## src/rtl/phy_reset_sequencer.sv

```systemverilog
// rtl/phy_reset_sequencer.sv - staggered multi-port PHY reset release with link supervision
// Ports:
//   clk        : single clock for all logic
//   rst        : synchronous, active-high reset
//   link_up    : per-port link status, already synchronous to clk
//   reset_req  : per-port single-cycle soft reset request
//   phy_rst_n  : per-port active-low PHY reset, registered
//   port_ready : per-port released-and-linked status, registered
//   port_fault : per-port retries-exhausted flag, registered
module phy_reset_sequencer #(
  parameter int NUM_PORTS           = 4,
  parameter int RESET_CYCLES        = 524288,
  parameter int STAGGER_CYCLES      = 1024,
  parameter int LINK_TIMEOUT_CYCLES = 16777216,
  parameter int MAX_RETRIES         = 3,
  parameter int CNT_WIDTH           = 25
) (
  input  logic                 clk,
  input  logic                 rst,
  input  logic [NUM_PORTS-1:0] link_up,
  input  logic [NUM_PORTS-1:0] reset_req,
  output logic [NUM_PORTS-1:0] phy_rst_n,
  output logic [NUM_PORTS-1:0] port_ready,
  output logic [NUM_PORTS-1:0] port_fault
);

  localparam int RW = (MAX_RETRIES > 0) ? $clog2(MAX_RETRIES + 1) : 1;
  localparam int GW = (STAGGER_CYCLES > 1) ? $clog2(STAGGER_CYCLES) : 1;

  localparam bit                   TIMEOUT_EN = (LINK_TIMEOUT_CYCLES > 0);
  localparam logic [CNT_WIDTH-1:0] HOLD_LAST  =
    (RESET_CYCLES > 0) ? CNT_WIDTH'(RESET_CYCLES - 1) : '0;
  localparam logic [CNT_WIDTH-1:0] WAIT_LAST  =
    (LINK_TIMEOUT_CYCLES > 0) ? CNT_WIDTH'(LINK_TIMEOUT_CYCLES - 1) : '0;
  localparam logic [RW-1:0]        RETRY_MAX  = RW'(MAX_RETRIES);
  // Guard is checked for zero on the grant cycle, so loading STAGGER-1 puts
  // the next possible release exactly STAGGER clocks after this one.
  localparam logic [GW-1:0]        GUARD_LOAD =
    (STAGGER_CYCLES > 1) ? GW'(STAGGER_CYCLES - 1) : '0;

  typedef enum logic [2:0] {
    ST_HOLD,
    ST_PENDING,
    ST_LINK_WAIT,
    ST_UP,
    ST_FAULT
  } state_t;

  state_t               state_q   [NUM_PORTS];
  state_t               state_d   [NUM_PORTS];
  logic [CNT_WIDTH-1:0] timer_q   [NUM_PORTS];
  logic [CNT_WIDTH-1:0] timer_d   [NUM_PORTS];
  logic [RW-1:0]        retries_q [NUM_PORTS];
  logic [RW-1:0]        retries_d [NUM_PORTS];
  logic [GW-1:0]        guard_q;
  logic [GW-1:0]        guard_d;

  logic [NUM_PORTS-1:0] eligible;
  logic [NUM_PORTS-1:0] grant;
  logic                 found;
  logic                 released;

  always_comb begin
    eligible = '0;
    grant    = '0;
    found    = 1'b0;
    released = 1'b0;
    guard_d  = guard_q;

    // A port whose hold expires this cycle competes immediately; if it loses
    // it parks in PENDING.
    for (int i = 0; i < NUM_PORTS; i++) begin
      eligible[i] = (state_q[i] == ST_PENDING) ||
                    ((state_q[i] == ST_HOLD) && (timer_q[i] == HOLD_LAST));
    end

    // Lowest eligible index wins; a soft reset on the winner voids the slot
    // rather than handing it to the next port.
    for (int i = 0; i < NUM_PORTS; i++) begin
      if (eligible[i] && !found && (guard_q == '0)) begin
        grant[i] = 1'b1;
        found    = 1'b1;
        released = !reset_req[i];
      end
    end

    if (released) begin
      guard_d = GUARD_LOAD;
    end else if (guard_q != '0) begin
      guard_d = guard_q - GW'(1);
    end

    for (int i = 0; i < NUM_PORTS; i++) begin
      state_d[i]   = state_q[i];
      timer_d[i]   = timer_q[i];
      retries_d[i] = retries_q[i];
      if (reset_req[i]) begin
        state_d[i]   = ST_HOLD;
        timer_d[i]   = '0;
        retries_d[i] = '0;
      end else begin
        case (state_q[i])
          ST_HOLD, ST_PENDING: begin
            if (grant[i]) begin
              state_d[i] = ST_LINK_WAIT;
              timer_d[i] = '0;
            end else if (eligible[i]) begin
              state_d[i] = ST_PENDING;
            end else begin
              timer_d[i] = timer_q[i] + CNT_WIDTH'(1);
            end
          end
          ST_LINK_WAIT: begin
            if (link_up[i]) begin
              state_d[i]   = ST_UP;
              timer_d[i]   = '0;
              retries_d[i] = '0;
            end else if (TIMEOUT_EN && (timer_q[i] == WAIT_LAST)) begin
              timer_d[i] = '0;
              if (retries_q[i] < RETRY_MAX) begin
                state_d[i]   = ST_HOLD;
                retries_d[i] = retries_q[i] + RW'(1);
              end else begin
                state_d[i] = ST_FAULT;
              end
            end else if (TIMEOUT_EN) begin
              timer_d[i] = timer_q[i] + CNT_WIDTH'(1);
            end
          end
          ST_UP: begin
            if (!link_up[i]) begin
              state_d[i] = ST_LINK_WAIT;
              timer_d[i] = '0;
            end
          end
          ST_FAULT: begin
            state_d[i] = ST_FAULT;
          end
          default: begin
            state_d[i] = ST_HOLD;
            timer_d[i] = '0;
          end
        endcase
      end
    end
  end

  // Outputs are registered from the next state so they change on the same
  // edge as the state they describe.
  always_ff @(posedge clk) begin
    if (rst) begin
      guard_q    <= '0;
      phy_rst_n  <= '0;
      port_ready <= '0;
      port_fault <= '0;
      for (int i = 0; i < NUM_PORTS; i++) begin
        state_q[i]   <= ST_HOLD;
        timer_q[i]   <= '0;
        retries_q[i] <= '0;
      end
    end else begin
      guard_q <= guard_d;
      for (int i = 0; i < NUM_PORTS; i++) begin
        state_q[i]    <= state_d[i];
        timer_q[i]    <= timer_d[i];
        retries_q[i]  <= retries_d[i];
        phy_rst_n[i]  <= (state_d[i] == ST_LINK_WAIT) || (state_d[i] == ST_UP) ||
                         (state_d[i] == ST_FAULT);
        port_ready[i] <= (state_d[i] == ST_UP);
        port_fault[i] <= (state_d[i] == ST_FAULT);
      end
    end
  end

endmodule

```

## config.mk

```make
export PLATFORM = sky130hd
export DESIGN_NAME = phy_reset_sequencer
export DESIGN_NICKNAME = d
export VERILOG_FILES = /design/src/rtl/phy_reset_sequencer.sv
export SDC_FILE = /design/constraint.sdc
export NUM_CORES = 1
export LEC_CHECK = 0
export BUFFER_PORTS_ARGS = -buffer_cell sky130_fd_sc_hd__clkbuf_2
export CAP_MARGIN = 40
export CORE_MARGIN = 1.5
export CORE_UTILIZATION = 45
export DETAILED_ROUTE_END_ITERATION = 8
export PLACE_DENSITY_LB_ADDON = 0.15
export SYNTH_ARGS = -nofsm -noshare
export SYNTH_HDL_FRONTEND = slang
export SYNTH_SLANG_ARGS = --single-unit
```

## constraint.sdc

```tcl
create_clock -name clk -period 5 [get_ports clk]
set_input_delay 1 -clock clk [delete_from_list [all_inputs] [get_ports clk]]
set_output_delay 1 -clock clk [all_outputs]
set_load 0.01 [all_outputs]
```

==> key figures, run 1 <==
Power
  – Lkg Pwr: 0.002687 µW
  – Total power: between 2000 and 3000 µW
  – Power per cell area: 354.7 nW/µm²
  – Worst vdd ir: ~0.29 mV

Floorplan
  – Die span in x: ~130 µm
  – Core footprint: 15,150 µm²
  – Die ar.: between 15,000 and 20,000 µm²
  – Die Ht: about 130 µm
  – Initial Util: between 40% and 50%
  – Num ports: 22
  – # rows: 45

Clock tree
  – Worst-Skew Late Latency: 420 ps
  – Resize count post-CTS: 0
  – CTS Hold Bufs: 0
  – Post-CTS Setup Bufs: 0
  – TritonCTS clock tree: done
  – Clock buffer count from CTS: 17
  – H-Tree Depth: 4
  – Clk buf depth: 2
  – Root buffer cell: clkbuf_16
  – Clk slew on worst S/H paths: around 60 ps
  – CTS Sinks: 142

Timing
  – Unrepaired setup endpoints after global routing: no
  – Final worst slack: 1258 ps
  – Tcrit/Tclk final: 74.84%
  – Tmin final: ~3700 ps
  – Final Hold Vio Count: 0
  – WHS: 468.4 ps
  – Slew HR: 38.71%
  – Worst clock skew: around 6.4 ps
  – Maximum clock frequency: 0.2673 GHz
  – Actual slew at the worst max-slew pin: 917.1 ps
  – Max-slew violations: 0
  – Setup-failing EPs final: 0
  – Setup TNS: 0 ps

Synth
  – Gate count of the mapped netlist: between 800 and 900
  – Post-synthesis mux area share: less than 1%
  – Main combinational cell family by area after synthesis: simple AND/OR/NAND/NOR gates
  – Syn_area_per_cell: between 8 and 9 µm²
  – Asr flop ratio synth: 0%
  – Synth Area in Adders: under 10%
  – Xor/xnor share of the synthesized area: between 10% and 20%
  – Distinct cells, synth: 59
  – Syn Nets: between 800 and 900
  – Warnings, synthesis: 0
  – Simple-Gate Fraction of Synth Area: roughly 30%
  – Top FF cell, synth: dfxtp_1
  – Mapped cell area: between 6000 and 7000 µm²
  – Flop and latch count out of synthesis: roughly 140
  – Synth Area in Compound Gates: a little over an eighth
  – EDFF count, synth: 0
  – Seq/Total Area, Yosys: 40.82%

Place
  – Placed cell areas: slightly above 7000 µm²
  – GP Congestion: 0.8286
  – DP Worst Slack: between 1000 and 1500 ps
  – Dpl hpwl: about 11,000 µm
  – Port Buf Inserts: 21

GRT
  – Vias in the first global route: about 5,700
  – Pin count of the biggest net entering global routing: 26
  – Tot GR Track Use: between 20% and 30%
  – Global-route wire length before repair: ~27,000 µm
  – Initial antenna violation count: 0
  – GR Overflow Total: 0

Setup path
  – CP max stage delay: ~640 ps
  – Slowest CP cell: or3_1
  – CP Data Arrival Time: 4020 ps
  – Worst Path Required: 5270 ps
  – Worst-path maximum fanout: 24
  – WP buf/inv: 1
  – Top delay family on crit path: simple AND/OR/NAND/NOR gates
  – Crit-path cells: or4_4 > nor3_4 > o311ai_2 > or3_1 > buf_16 > a21oi_1 > a21o_1 > nor2_1
  – CP Capture Type: register
  – Critical path class: register to register
  – CP startpoint kind: register

Final layout
  – Share of cells above drive strength 1: 9.496%
  – Final instance area: a little under 8000 µm²
  – Area Growth Syn to Fin: 12.63%
  – Nets: between 800 and 900
  – Highest-count cells in the layout ignoring fill and taps: 142 x dfxtp_1, 132 x nor2_1, 53 x nand2_1
  – Ant. Diodes: 0
  – Commonest non-fill, non-tap cell in the layout: dfxtp_1

Drt
  – DRC viols: 0
  – WL/cell: approximately 15 µm
  – Antenna-violating nets left: 0
  – Total wire length: ~16,000 µm
  – 1st-iter DRT viols: about 550
  – Routed via count: approximately 5,900
  – DR pass1 iterations: 6
  – Via-to-Cell Ratio: 5.702

Worst hold path
  – Worst min path class: register to register

Flow run
  – Max-cap violation count: 0

Outcome
  – Outcome: finished, final reports clean
layout make-up:
class,instances,area (µm²)
Sequential cell,142,2843
Clock inverter,7,85.08
Inverter,13,48.80
Clock buffer,24,491.7
Fill cell,1423,7302
Timing Repair Buffer,29,198.9
Multi-Input combinational cell,638,3941
Tap cell,188,235.2
path summary, 6_finish.rpt:
path,slack (ps),cells after the start,start,end
min reg2reg,470,2,retries_q[1][1],retries_q[1][1]
max,1260,8,guard_q[2],timer_q[3][7]
max reg2reg,1260,8,guard_q[2],timer_q[3][7]
min,470,2,retries_q[1][1],retries_q[1][1]
state kept, by name, indices dropped and copies added, names as in the netlist:
register,count
port_fault,4
phy_rst_n,4
port_ready,4
timer_q,100
guard_q,10
retries_q,8
state_q,12
cells in the mapped netlist (all sizes together), types with 4 or more instances:
cell type | number | area share, %
clkbuf | 33 | 1.8
and3 | 24 | 2.2
nor4b | 4 | 0.50
nor2b | 7 | 0.63
o21bai | 4 | 0.43
a21oi | 35 | 2.5
xor2 | 41 | 5.2
or4 | 5 | 0.59
o31ai | 5 | 0.54
a211oi | 12 | 1.3
and2 | 5 | 0.45
or2 | 7 | 0.63
nand2 | 53 | 2.9
nor4 | 16 | 1.4
nor3b | 4 | 0.43
nor2 | 132 | 7.1
nand3 | 47 | 3.4
xnor2 | 50 | 6.3
or3 | 13 | 1.2
nor3 | 26 | 2.0
nand2b | 6 | 0.54
o21ai | 34 | 2.4
ha | 10 | 1.8
dfxtp | 142 | 41
a2111oi | 12 | 2.4
nand4 | 33 | 3.0
and4 | 17 | 2.1
a22oi | 4 | 0.43
inv | 13 | 0.70
cell families after synthesis:
| kind of cell | count (synthesis) |
|---|---|
| AND/OR/NAND/NOR | 403 |
| flip-flops | 142 |
| AO/OA/AOI/OAI | 131 |
| XOR/XNOR | 91 |
| buffers and inverters | 49 |
| adder cells (fa/ha/maj) | 10 |
| multiplexers | 3 |
per-stage QoR:
step | utilization, % | cells
finish | 51.79 | 1041
global route | 51.79 | 1041
CTS | 51.79 | 1041
detailed placement | 47.98 | 1010
global placement | 47.56 | 1006
floorplan | - | 829
worst reg2reg max path, cell delays in order, from the launching register on:
cell,delay (ps)
dfxtp_1,340
or4_4,580
nor3_4,510
o311ai_2,360
or3_1,640
buf_16,250
a21oi_1,160
a21o_1,630
nor2_1,120
per-layer routing:
| metal | GRT usage (%) | up-vias | wire length, µm |
|---|---|---|---|
| met5 | 0 | - | 0 |
| met1 | 25.34 | 2823 | 7505 |
| met3 | 4.899 | 16 | 527 |
| met2 | 34.53 | 97 | 7777 |
| li1 | - | 3000 | - |
| met4 | 6.217 | 0 | 172 |
power by group:
group | total (µW) | internal [µW] | switching [µW]
clock | 1240 | 780 | 457
sequential | 1190 | 1160 | 28.6
combinational | 353 | 141 | 212
Power figures use the tool's default switching activity.
==> run 2, diff against run 1 <==
Settings changed: ABC_AREA from default to 1.
Clock period 5 ns to 3.5 ns, I/O delays scaled along.
==> run 2 against run 1 <==
  * Clock skew rose by 3.5 ps
  * Routed wire length rose by 13%
  * Largest power group unchanged
  * Sequential power rose by 42%
  * Highest routed layer unchanged
  * Worst hold slack got worse by 9.8 ps
  * Clock power rose by 55%
  * Critical path type unchanged
==> key figures, run 2 <==
Outcome
  – Outcome: finished, final reports clean

Power
  – Share of power burned in registers: 41.5% (-1.3 points)
  – Clk pwr share: 47.2% (+2.7 points)
  – Combinational share of power: 11.3% (-1.4 points)
  – Switch share: 24.96% (-0.13 points)
  – Power per cell area: 450.3 nW/µm² (+27%)
  – Lkg Pwr: 0.003585 µW (+33%)
  – Net Sw Power: 1015 µW (+45%)
  – Worst vdd ir: 0.3602 mV (+23%)
  – Internal power: 3051 µW (+46%)

Synth
  – Syn_area_per_cell: 6.558 µm² (-22%)
  – Flop and latch count out of synthesis: 142 (unchanged)
  – Distinct cells, synth: 44 (-25%)
  – Syn Nets: 1,272 (+50%)
  – Asr flop ratio synth: 0% (unchanged)
  – Top FF cell, synth: dfxtp_1
  – Warnings, synthesis: 0 (unchanged)
  – Ranking of synthesized cells by area: dfxtp_1 35%, nand2_1 14%, nor2_1 9.2%
  – EDFF count, synth: 0 (unchanged)
  – Seq/Total Area, Yosys: 34.62% (-6.2 points)
  – Post-synth top cells: 301 x nand2_1, 202 x nor2_1, 171 x inv_1
  – Gate count of the mapped netlist: 1,252 (+51%)
  – Area share of the largest cell type after synthesis: 34.62% (-6.2 points)
  – Largest area contributor in the synthesized netlist: dfxtp_1
  – Most common cell in the netlist: nand2_1
  – Mapped cell area: 8210 µm² (+18%)

Clock tree
  – TritonCTS clock tree: done
  – Root buffer cell: clkbuf_16
  – CTS Hold Bufs: 0 (unchanged)
  – CTS Sinks: 142 (unchanged)
  – Post-CTS Setup Bufs: 0 (unchanged)
  – H-Tree Depth: 4 (unchanged)
  – Clk slew on worst S/H paths: 60 ps (about the same)
  – Clk buf depth: 2 (unchanged)
  – Clock buffer count from CTS: 17 (unchanged)
  – Worst-Skew Late Latency: 420 ps (about the same)
  – Resize count post-CTS: 0 (unchanged)

Timing
  – Worst clock skew: 9.992 ps (+3.543 ps)
  – Actual slew at the worst max-slew pin: 666.6 ps (-250.5 ps)
  – Final Hold Vio Count: 0 (unchanged)
  – Setup TNS: 0 ps (unchanged)
  – Max-slew violations: 0 (unchanged)
  – Setup-failing EPs final: 0 (unchanged)
  – Tcrit/Tclk final: 71.33% (-3.5 points)
  – Unrepaired setup endpoints after global routing: no
  – Slew HR: 55.39% (+17 points)
  – Maximum clock frequency: 0.4006 GHz (+50%)
  – Tmin final: 2496 ps (-1245 ps)

Place
  – Port Buf Inserts: 21 (unchanged)
  – GP Congestion: 0.8586 (+3.6%)
  – Dpl hpwl: 13,050 µm (+17%)

Final layout
  – Most flop-heavy register: timer_q
  – Fill count: 1,823 (+28%)
  – Utilization after layout: 50.44% (-1.3 points)
  – Commonest non-fill, non-tap cell in the layout: nand2_1
  – Share of cells above drive strength 1: 9.119% (-0.38 points)
  – Nets: 1,290 (+50%)
  – Max FFs per register: 100 (unchanged)
  – Top flop regs: timer_q (100), state_q (12), guard_q (10)
  – Highest-count cells in the layout ignoring fill and taps: 301 x nand2_1, 202 x nor2_1, 171 x inv_1
  – Ant. Diodes: 0 (unchanged)
  – Area Growth Syn to Fin: 9.982%

Drt
  – Antenna-violating nets left: 0 (unchanged)
  – Routed via count: 7,541 (+27%)
  – DRC viols: 0 (unchanged)
  – Total wire length: 18,040 µm (+13%)
  – WL/cell: 11.93 µm (-22%)
  – Via-to-Cell Ratio: 4.987 (-13%)
  – 1st-iter DRT viols: 408 (-25%)
  – DR pass1 iterations: 5 (-1)

Floorplan
  – Die ar.: 19,060 µm² (+17%)
  – Core footprint: 17,900 µm² (+18%)
  – Initial Util: 45.86% (-0.12 points)
  – Die Ht: 138.1 µm (+8.4%)
  – # rows: 49 (+8.9%)
  – Num ports: 22 (unchanged)
  – Die span in x: 138.1 µm (+8.4%)

Setup path
  – CP startpoint kind: register
  – Crit-path cells: inv_1 > ha_1 > nand2_1 > nor3_4 > nand3_1 > nor2_2 > nand2_1 > nand2_1 > nand2_1 > o21ai_4 > nor2_1
  – Critical path class: register to register
  – CP max stage delay: 550 ps (-90 ps)
  – Most used cell, CP: nand2_1
  – Worst Path Required: 3790 ps (-1480 ps)
  – CP Data Arrival Time: 2780 ps (-1240 ps)
  – Top delay family on crit path: simple AND/OR/NAND/NOR gates
  – Slowest CP cell: o21ai_4
  – CP Capture Type: register
  – WP buf/inv: 1 (unchanged)
  – Worst-path maximum fanout: 24 (unchanged)

GRT
  – Tot GR Track Use: 19.28% (-0.99 points)
  – Pin count of the biggest net entering global routing: 34 (+31%)
  – GR Overflow Total: 0 (unchanged)
  – Global-route wire length before repair: 31,100 µm (+17%)
  – Initial antenna violation count: 0 (unchanged)
  – Vias in the first global route: 6,932 (+22%)

Worst hold path
  – Worst min path class: register to register

Flow run
  – Max-cap violation count: 0 (unchanged)
[run 2: changes by cell type after synthesis, moves of 23 or more]
cell / before / now
and3_1: 24 / 1
clkbuf_1: 33 / 4
inv_1: 13 / 171
nand2_1: 53 / 301
nand3_1: 47 / 108
nor2_1: 132 / 202
xnor2_1: 50 / 5
[run 2: routing by layer]
layer  GRT usage [%]  part of all wire (%)  up-vias  wire [µm]
met5               0                     0        -          0
met4           6.759                   1.7        0        304
met3           4.087                   3.3       19        588
met2           30.82                    45      121       8044
met1           25.79                    50     3386       9103
li1                -                     -     4015          -
[run 2: kinds of logic (layout without fill, tap and decap cells)]
family,after synthesis,in the layout,synth area share [%]
adders and majority gates,10,10,1.524
DFF,142,142,34.62
xor gates and xnor gates,35,35,3.734
and+or+nand+nor,747,747,40.78
buffers and inverters,200,231,10.59
AOI/OAI and AO/OA,118,118,8.747
[run 2: path summary, 6_finish.rpt]
kind / startpoint / endpoint / slack [ps] / depth (start not counted)
worst min-delay path: retries_q[1][0] / retries_q[1][0] / 460 / 1
worst max register to register: guard_q[0] / timer_q[2][14] / 1000 / 11
worst max-delay path: guard_q[0] / timer_q[2][14] / 1000 / 11
worst min register to register: retries_q[1][0] / retries_q[1][0] / 460 / 1
[run 2: area by class of cell]
cell class	instances	area, µm²	area share (%)
Tap cell	229	286.5	3.173
Sequential cell	142	2843	31.48
Clock buffer	22	464.2	5.141
Clock inverter	10	161.4	1.787
Multi-Input combinational cell	910	4498	49.81
Timing Repair Buffer	22	110.1	1.219
Inverter	177	666.9	7.385
[run 2: metrics by stage]
stage                     hold WS (ps)  area, µm²  worst slack, ps  cells  power [µW]
after global routing             497.5       9030            767.9   1512        4255
after global placement           448.3       8399             1015   1479        2178
after CTS                        465.6       9030            974.8   1512        4118
after floorplan                  428.4       8210             1601   1252        2098
after detailed placement         451.6       8404            972.4   1480        2179
final                            458.6       9030             1004   1512        4066
[run 2: power groups by stage]
stage                     clock (µW)  combinational [µW]  sequential [µW]
after floorplan                    0                 380             1720
after global placement             0                 455             1720
after detailed placement           0                 456             1720
after CTS                       1970                 460             1690
after global routing            2040                 521             1690
final                           1920                 459             1690
